**src/rtl/rv32_state_dumper.sv**
```systemverilog
// rv32_state_dumper: freezes the core and streams a byte frame of
// {header, pc, x0..x(NUM_REGS-1), checksum} over a valid/ready byte link.
// Every multi-byte word is sent little-endian. The checksum is the mod-256
// sum of all preceding frame bytes, including the header.
module rv32_state_dumper #(
    parameter logic [7:0] HEADER_BYTE = 8'hA5,
    parameter int         NUM_REGS    = 32
) (
    input  logic        clock,
    input  logic        reset,
    input  logic        dump_start,
    input  logic [31:0] pc,
    output logic [4:0]  reg_read_addr,
    input  logic [31:0] reg_read_data,
    output logic        freeze,
    output logic [7:0]  tx_data,
    output logic        tx_valid,
    input  logic        tx_ready,
    output logic        done
);

    localparam logic [4:0] LAST_REG = 5'(NUM_REGS - 1);

    typedef enum logic [2:0] {
        IDLE,
        HEADER,
        PC_BYTES,
        REG_LOAD,
        REG_BYTES,
        CHECKSUM
    } state_t;

    state_t      state, state_n;
    logic [31:0] word_buf, word_buf_n;
    logic [1:0]  byte_cnt, byte_cnt_n;
    logic [7:0]  checksum, checksum_n;
    logic [4:0]  reg_read_addr_n;
    logic        done_n;
    logic        xfer;

    // The handshake completes when a valid byte meets a ready sink.
    assign xfer = tx_valid && tx_ready;

    // State and datapath registers; reset returns everything to its idle values.
    always_ff @(posedge clock) begin
        if (reset) begin
            state         <= IDLE;
            word_buf      <= '0;
            byte_cnt      <= '0;
            checksum      <= '0;
            reg_read_addr <= '0;
            done          <= 1'b0;
        end else begin
            state         <= state_n;
            word_buf      <= word_buf_n;
            byte_cnt      <= byte_cnt_n;
            checksum      <= checksum_n;
            reg_read_addr <= reg_read_addr_n;
            done          <= done_n;
        end
    end

    // Next-state and output logic. tx_valid and tx_data depend only on the
    // registered state, never on tx_ready.
    always_comb begin
        state_n         = state;
        word_buf_n      = word_buf;
        byte_cnt_n      = byte_cnt;
        checksum_n      = checksum;
        reg_read_addr_n = reg_read_addr;
        done_n          = 1'b0;
        tx_valid        = 1'b0;
        tx_data         = '0;
        freeze          = (state != IDLE);

        case (state)
            IDLE: begin
                if (dump_start) begin
                    word_buf_n      = pc;
                    checksum_n      = '0;
                    reg_read_addr_n = '0;
                    byte_cnt_n      = '0;
                    state_n         = HEADER;
                end
            end

            HEADER: begin
                tx_valid = 1'b1;
                tx_data  = HEADER_BYTE;
                if (xfer) begin
                    checksum_n = checksum + HEADER_BYTE;
                    byte_cnt_n = '0;
                    state_n    = PC_BYTES;
                end
            end

            PC_BYTES: begin
                tx_valid = 1'b1;
                tx_data  = word_buf[7:0];
                if (xfer) begin
                    checksum_n = checksum + word_buf[7:0];
                    word_buf_n = {8'h00, word_buf[31:8]};
                    byte_cnt_n = byte_cnt + 2'd1;
                    if (byte_cnt == 2'd3) begin
                        state_n = REG_LOAD;
                    end
                end
            end

            // Single bubble cycle: the register file read of reg_read_addr
            // is captured here, independent of the sink.
            REG_LOAD: begin
                word_buf_n = reg_read_data;
                byte_cnt_n = '0;
                state_n    = REG_BYTES;
            end

            REG_BYTES: begin
                tx_valid = 1'b1;
                tx_data  = word_buf[7:0];
                if (xfer) begin
                    checksum_n = checksum + word_buf[7:0];
                    word_buf_n = {8'h00, word_buf[31:8]};
                    byte_cnt_n = byte_cnt + 2'd1;
                    if (byte_cnt == 2'd3) begin
                        if (reg_read_addr == LAST_REG) begin
                            state_n = CHECKSUM;
                        end else begin
                            reg_read_addr_n = reg_read_addr + 5'd1;
                            state_n         = REG_LOAD;
                        end
                    end
                end
            end

            CHECKSUM: begin
                tx_valid = 1'b1;
                tx_data  = checksum;
                if (xfer) begin
                    done_n  = 1'b1;
                    state_n = IDLE;
                end
            end

            default: begin
                state_n = IDLE;
            end
        endcase
    end

endmodule

```
**config.mk**
```make
export PLATFORM = sky130hd
export DESIGN_NAME = rv32_state_dumper
export DESIGN_NICKNAME = d
export VERILOG_FILES = /design/src/rtl/rv32_state_dumper.sv
export SDC_FILE = /design/constraint.sdc
export NUM_CORES = 1
export LEC_CHECK = 0
export ABC_AREA = 1
export CAP_MARGIN = 20
export CORE_MARGIN = 3
export CORE_UTILIZATION = 48
export DETAILED_ROUTE_END_ITERATION = 12
export PLACE_DENSITY_LB_ADDON = 0.1
export SETUP_SLACK_MARGIN = 0.15
export SYNTH_ARGS = -nofsm -noshare
export SYNTH_HDL_FRONTEND = slang
export SYNTH_SLANG_ARGS = --single-unit
```
**constraint.sdc**
```tcl
create_clock -name clock -period 3 [get_ports clock]
set_input_delay 0.3 -clock clock [delete_from_list [all_inputs] [get_ports clock]]
set_output_delay 0.3 -clock clock [all_outputs]
set_load 0.02 [all_outputs]
```
* Word-level counts from Yosys, hierarchy flattened
Index checks and enable logic that the tools add are counted.
** Operators by class
- $add $sub $neg :: 4
- Equal/unequal tests :: 16
- Muxes and demuxes :: 28
- Bitwise logic cells :: 1
- Reduce and logical (&&, ||, !) cells :: 15
** Operator list (number)
- case mux 32 bit (3 select lines) :: 1
- two-way mux 32 bit :: 2
- case mux 8 bit (3 select lines) :: 2
- two-way mux 3 bit :: 8
- two-way mux 8 bit :: 3
- two-way mux 5 bit :: 4
- case mux 3 bit (6 select lines) :: 1
- inequality test 2 bit (second input constant) :: 8
- case mux 5 bit (2 select lines) :: 1
- nonzero test 3 bit :: 3
- adder 8 bit :: 1
- adder 8 bit (second input constant) :: 1
- case mux 2 bit (4 select lines) :: 1
- AND reduction 4 bit :: 2
- AND reduction 7 bit :: 1
- == test 3 x 2 -> 1 bit (second input constant) :: 2
- == test 3 bit (second input constant) :: 2
- two-way mux 2 bit :: 3
- adder 5 x 1 -> 5 bit (second input constant) :: 1
- == test 5 bit (second input constant) :: 1
- AND reduction 5 bit :: 1
- nonzero test 4 bit :: 1
- OR reduction 2 bit :: 2
- OR reduction 4 bit :: 1
- 10 further kinds :: 11
** Storage, ports and cells
- Register bits after elaboration :: 51
- Output and inout bits :: 16
- Word-level logic and storage cells :: 70

* Logic depth before layout (Yosys ltp)
Gate-level depths: netlist of the first run.
- Word-level depth :: 6
- Gate-level depth with buffers :: 19
- Gate-level depth less buffers :: 17

* Least setup slack after synthesis of the first run
OpenSTA, ideal clock, no wires.
- Kind :: flip-flop to flip-flop
- From :: reg state[2]
- To :: reg checksum[6]
- Arrival time :: 2282 ps
- Data required time :: 2868 ps
- Setup slack :: 586 ps
- Stages on the path, launching flop included :: 20
- Buffers on the path :: 3
- Period minus slack after synthesis :: 2414 ps
- Cell sequence :: dfxtp_1 -> buf_2 -> nand2_2 -> nand2_4 -> buf_2 -> buf_4 -> nand2_1 -> ha_1 -> inv_1 -> fa_1 -> nor2_1 -> o21ai_0 -> nand2_1 -> nand3_1 -> nand2_1 -> nand2_1 -> nand2_1 -> nand2_1 -> nand3_1 -> a21oi_1
** On the way
- Longest elaborated chain between the ends :: 6
- Elaborated cells on any way between the ends :: 15
** Ends and longest elaborated chain
- start: declaration :: RTL line 33 : state_t state, state_n;
- start signal: assignment :: RTL line 54 : state <= state_n;
- == test 3 bit (tied with other cells) :: RTL line 76 : case (state)
- OR reduction 4 bit (no source line)
- two-way mux 1 bit :: RTL line 76
- logical AND 1 bit :: RTL line 42 : assign xfer = tx_valid && tx_ready;
- inequality test 2 x 1 -> 1 bit (no source line) / inequality test 2 bit (equally long branches)
- AND reduction 4 bit (no source line)
- end signal: assignment :: RTL line 57 : checksum <= checksum_n;
- end: declaration :: RTL line 36 : logic [7:0] checksum, checksum_n;
Several ways; a longest one is shown, not always the timed one.
A chain may end at the register's enable or synchronous reset.

* Final worst setup path of the first run
- From :: reg state[2]
- To :: out tx_data[0]
** On the way
- Longest elaborated chain between the ends :: 3
- Elaborated cells on any way between the ends :: 6
** Ends and longest elaborated chain
- == test 3 bit / == test 3 x 2 -> 1 bit (equally long branches) :: RTL line 76
- OR reduction 2 bit (no source line)
- case mux 8 bit (3 select lines) (*) :: RTL line 76
- end: declaration :: RTL line 16 : output logic [7:0] tx_data,
Every way passes the cells marked *; elsewhere a longest branch is shown, timed or not.

==> results of run 1 <==
## synthesized netlist by cell type, types with 5 or more instances
cell	number
nand2_2	5
buf_2	12
nor2_1	44
a31oi_1	10
clkbuf_1	9
inv_2	5
ha_1	9
nand2_1	102
a211oi_1	16
nand3_1	49
inv_1	28
o21ai_0	18
a21oi_1	55
dfxtp_1	51
## cell type report
type / instances / area (um2) / share of cell area, %
Tap cell: 75 / 93.8 / 2.37
Inverter: 33 / 124 / 3.13
Timing Repair Buffer: 90 / 890 / 22.5
Clock buffer: 6 / 82.6 / 2.09
Sequential cell: 51 / 1020 / 25.9
Clock inverter: 2 / 35.0 / 0.887
Multi-Input combinational cell: 332 / 1700 / 43.1
## worst max-delay path by stage
stage	from	endpoint	slack [ps]	depth (start not counted)
after floorplan	state[2]	checksum[6]	590	19
after global placement	state[2]	checksum[6]	430	17
after detailed placement	state[2]	checksum[6]	380	17
after CTS	state[2]	tx_data[2]	230	8
after global routing	state[2]	tx_data[0]	160	8
final	state[2]	tx_data[0]	310	8
## report_power, final
group          switching [mW]  leakage, nW  internal, mW
registers               0.163        0.419         0.925
clock network           0.231       0.0612         0.270
logic                    1.56         1.15         0.916
total                    1.96         1.63          2.11
## per-layer routing
layer	routed length (um)	vias up
met5	0	-
met4	133	0
met3	412	13
met2	3680	93
met1	3580	1406
li1	-	1625
## per-stage QoR
stage	std cells	utilization (%)	setup WS [ps]	area, um2	hold slack, ps
global placement	581	64.2	427	3830	443
CTS	589	66.2	233	3950	459
detailed placement	581	64.2	379	3830	440
floorplan	441	-	586	2970	424
finish	589	66.3	313	3950	460
global route	589	66.3	163	3950	492
## worst reg2reg max path, cell delays in order (launching register included)
cell	delay, ps
dfxtp_2	480
inv_2	120
nand3_1	160
nand2_4	130
nand2_1	90
ha_1	160
inv_1	50
fa_1	380
nor2_1	140
o21ai_0	120
nand2_1	80
nand3_1	90
nand2_1	70
nand2_1	60
nand2_1	60
nand2_1	40
nand3_1	60
a21oi_1	60
## logic make-up (layout without fill, tap and decap cells)
kind of cell,count (synthesis),after routing,share of synthesized area (%)
buffers and inverters,58,131,8.22
adders and majority gates,10,10,4.47
xor gates and xnor gates,1,1,0.295
AOI/OAI and AO/OA,107,107,21.2
and+or+nand+nor,214,214,31.5
DFF,51,51,34.4
## registers in the layout, summed over array words and instances (netlist names)
signal	cells
reg_read_addr	5
byte_cnt	2
word_buf	32
checksum	8
state	3
done	1
## timing repair
| action | in CTS | in global routing |
|---|---|---|
| gates cloned | 0 | 0 |
| pin swaps | 0 | 0 |
| resized for setup | 1 | 2 |
| hold buffers | 0 | 0 |
| setup endpoints to repair | 3 | 3 |
==> reports/metrics.csv, run 1 <==
metric,value,unit
Layout Nets,591,
Via-to-Cell Ratio,5.33,
DRC violation count after routing,0,
final antenna diode count,0,
CP top delay family,buffers and inverters,
part of the Yosys area used for sequential elements,34.4,%
via count of the routed design,3137,
sort of element at the end of the critical path,output pin,
r2r startpoint,state[2],
Post-Synthesis Net Count,519,
Overall Global Routing Usage,22.5,%
setup repair after global routing missed its margin,no,
"commonest cells after routing, fill and taps aside","102 x nand2_1, 82 x clkdlybuf4s50_1, 55 x a21oi_1",
Slowest Stage Delay on Critical Path,620,ps
sinks on the clock net,51,
floorplan core area,0.00596,mm2
final worst path period share,89.6,%
post-DP HPWL,5750,um
number of global-route vias before repair,3050,
Synth-to-Final Area Change,33.1,%
type of the tightest min-delay check,reg2reg,
post-synthesis instance area,0.00297,mm2
Worst R2R Path Depth,17,
post-detailed-routing wire length,7810,um
fraction of synthesized cell area taken by the top area cell type,34.4,%
post-DR wirelength/cell,13.3,um
"Avg Cell Area, Syn",6.73,um2
number of max-cap violations,0,
met2 GRT Util,38.1,%
Filler Cells Inserted,570,
"leading cell type in the layout, fill and taps excluded",nand2_1,
worst clock skew,5.45,ps
initial antenna violation count,0,
tightest slew margin relative to the limit,50.6,%
routability-driven placement congestion ratio,0.961,
clock slew seen by the registers of the worst setup and hold paths,90,ps
data arrival time of the worst path,2390,ps
largest cells by area after synthesis,"dfxtp_1 34%, nand2_1 13%, a21oi_1 9.3%",
Global Route met3 Usage,4.22,%
setup bufs post-CTS,0,
Period minus WS final,2690,ps
clock buffers created by TritonCTS,5,
clock tree from TritonCTS,yes,
H-tree lvl count,2,
"EDFF count, synth",0,
Detailed Route Iter0 Violations,135,
busiest layer in global routing,met2,
clock latency on the worst-skew pair,300,ps
count of TritonRoute iterations in the first routing pass,4,
Post-DRT Antenna Nets,0,
maximum number of pins on one net before global-route repair,48,
total congestion overflow after global routing,0,
primary flip-flop cell chosen by synthesis mapping,dfxtp_1,
worst path bufs/invs,5,
wire length of the first global-routing pass,13500,um
CP Data Required Time,2700,ps
x dimension of the die,84.7,um
Final Max Tran Viols,0,
Die Y,84.7,um
I/O Pins,84,
type of element launching the critical path,flip-flop,
"buffers from clock root to sink, at most",2,
worst setup slack for register-to-register paths,530,ps
Min-Delay Path Depth,2,
RR Endpoint,checksum[6],
power density over cell area,1030,mW/mm2
asr flop ratio synth,0,%
transition at the pin with the smallest max-transition slack,740,ps
clock root buffer,clkbuf_8,
cell-by-cell trace of the critical path,inv_2 > nand3_1 > nand2_4 > inv_2 > buf_4 > buf_6 > o21ai_0 > clkdlybuf4s50_1,
yosys warns,0,
Setup Viol. Count Final,0,
result of the run,"finished, final reports clean",
slowest cell on the critical path,clkdlybuf4s50_1,
most area-hungry cell type in the Yosys netlist,dfxtp_1,
launch point of the worst hold path,word_buf[22],
maximum fanout count along the critical path,23,
met1 Use GR,28.9,%
Hold Path End,word_buf[22],
maximum achievable frequency,0.372,GHz
initial cell density of the core,49.9,%
final hold violations,0,
Final Power,4.07,mW
Max IR drop VDD,0.768,mV
leakage power,1.63,nW
count of input and output buffers,83,
area enclosed by the die boundary,0.00717,mm2
count of standard-cell rows,28,
distinct cell type count of the synthesized netlist,33,
layout cells sized above 1,7.59,%
summed negative setup slack over all endpoints,0,ps
synthesis-stage register bit count,51,
kind of critical path,reg2out,
Critical Path Most Common Cell,inv_2,
cell count after synthesis,441,
(Power assumes the default switching activity.)
==> inputs of run 2 (changes only) <==
- HOLD_SLACK_MARGIN: not set -> 0.02
==> results of run 2 <==
The final DEF is identical to that of run 1; final timing and power are the same.
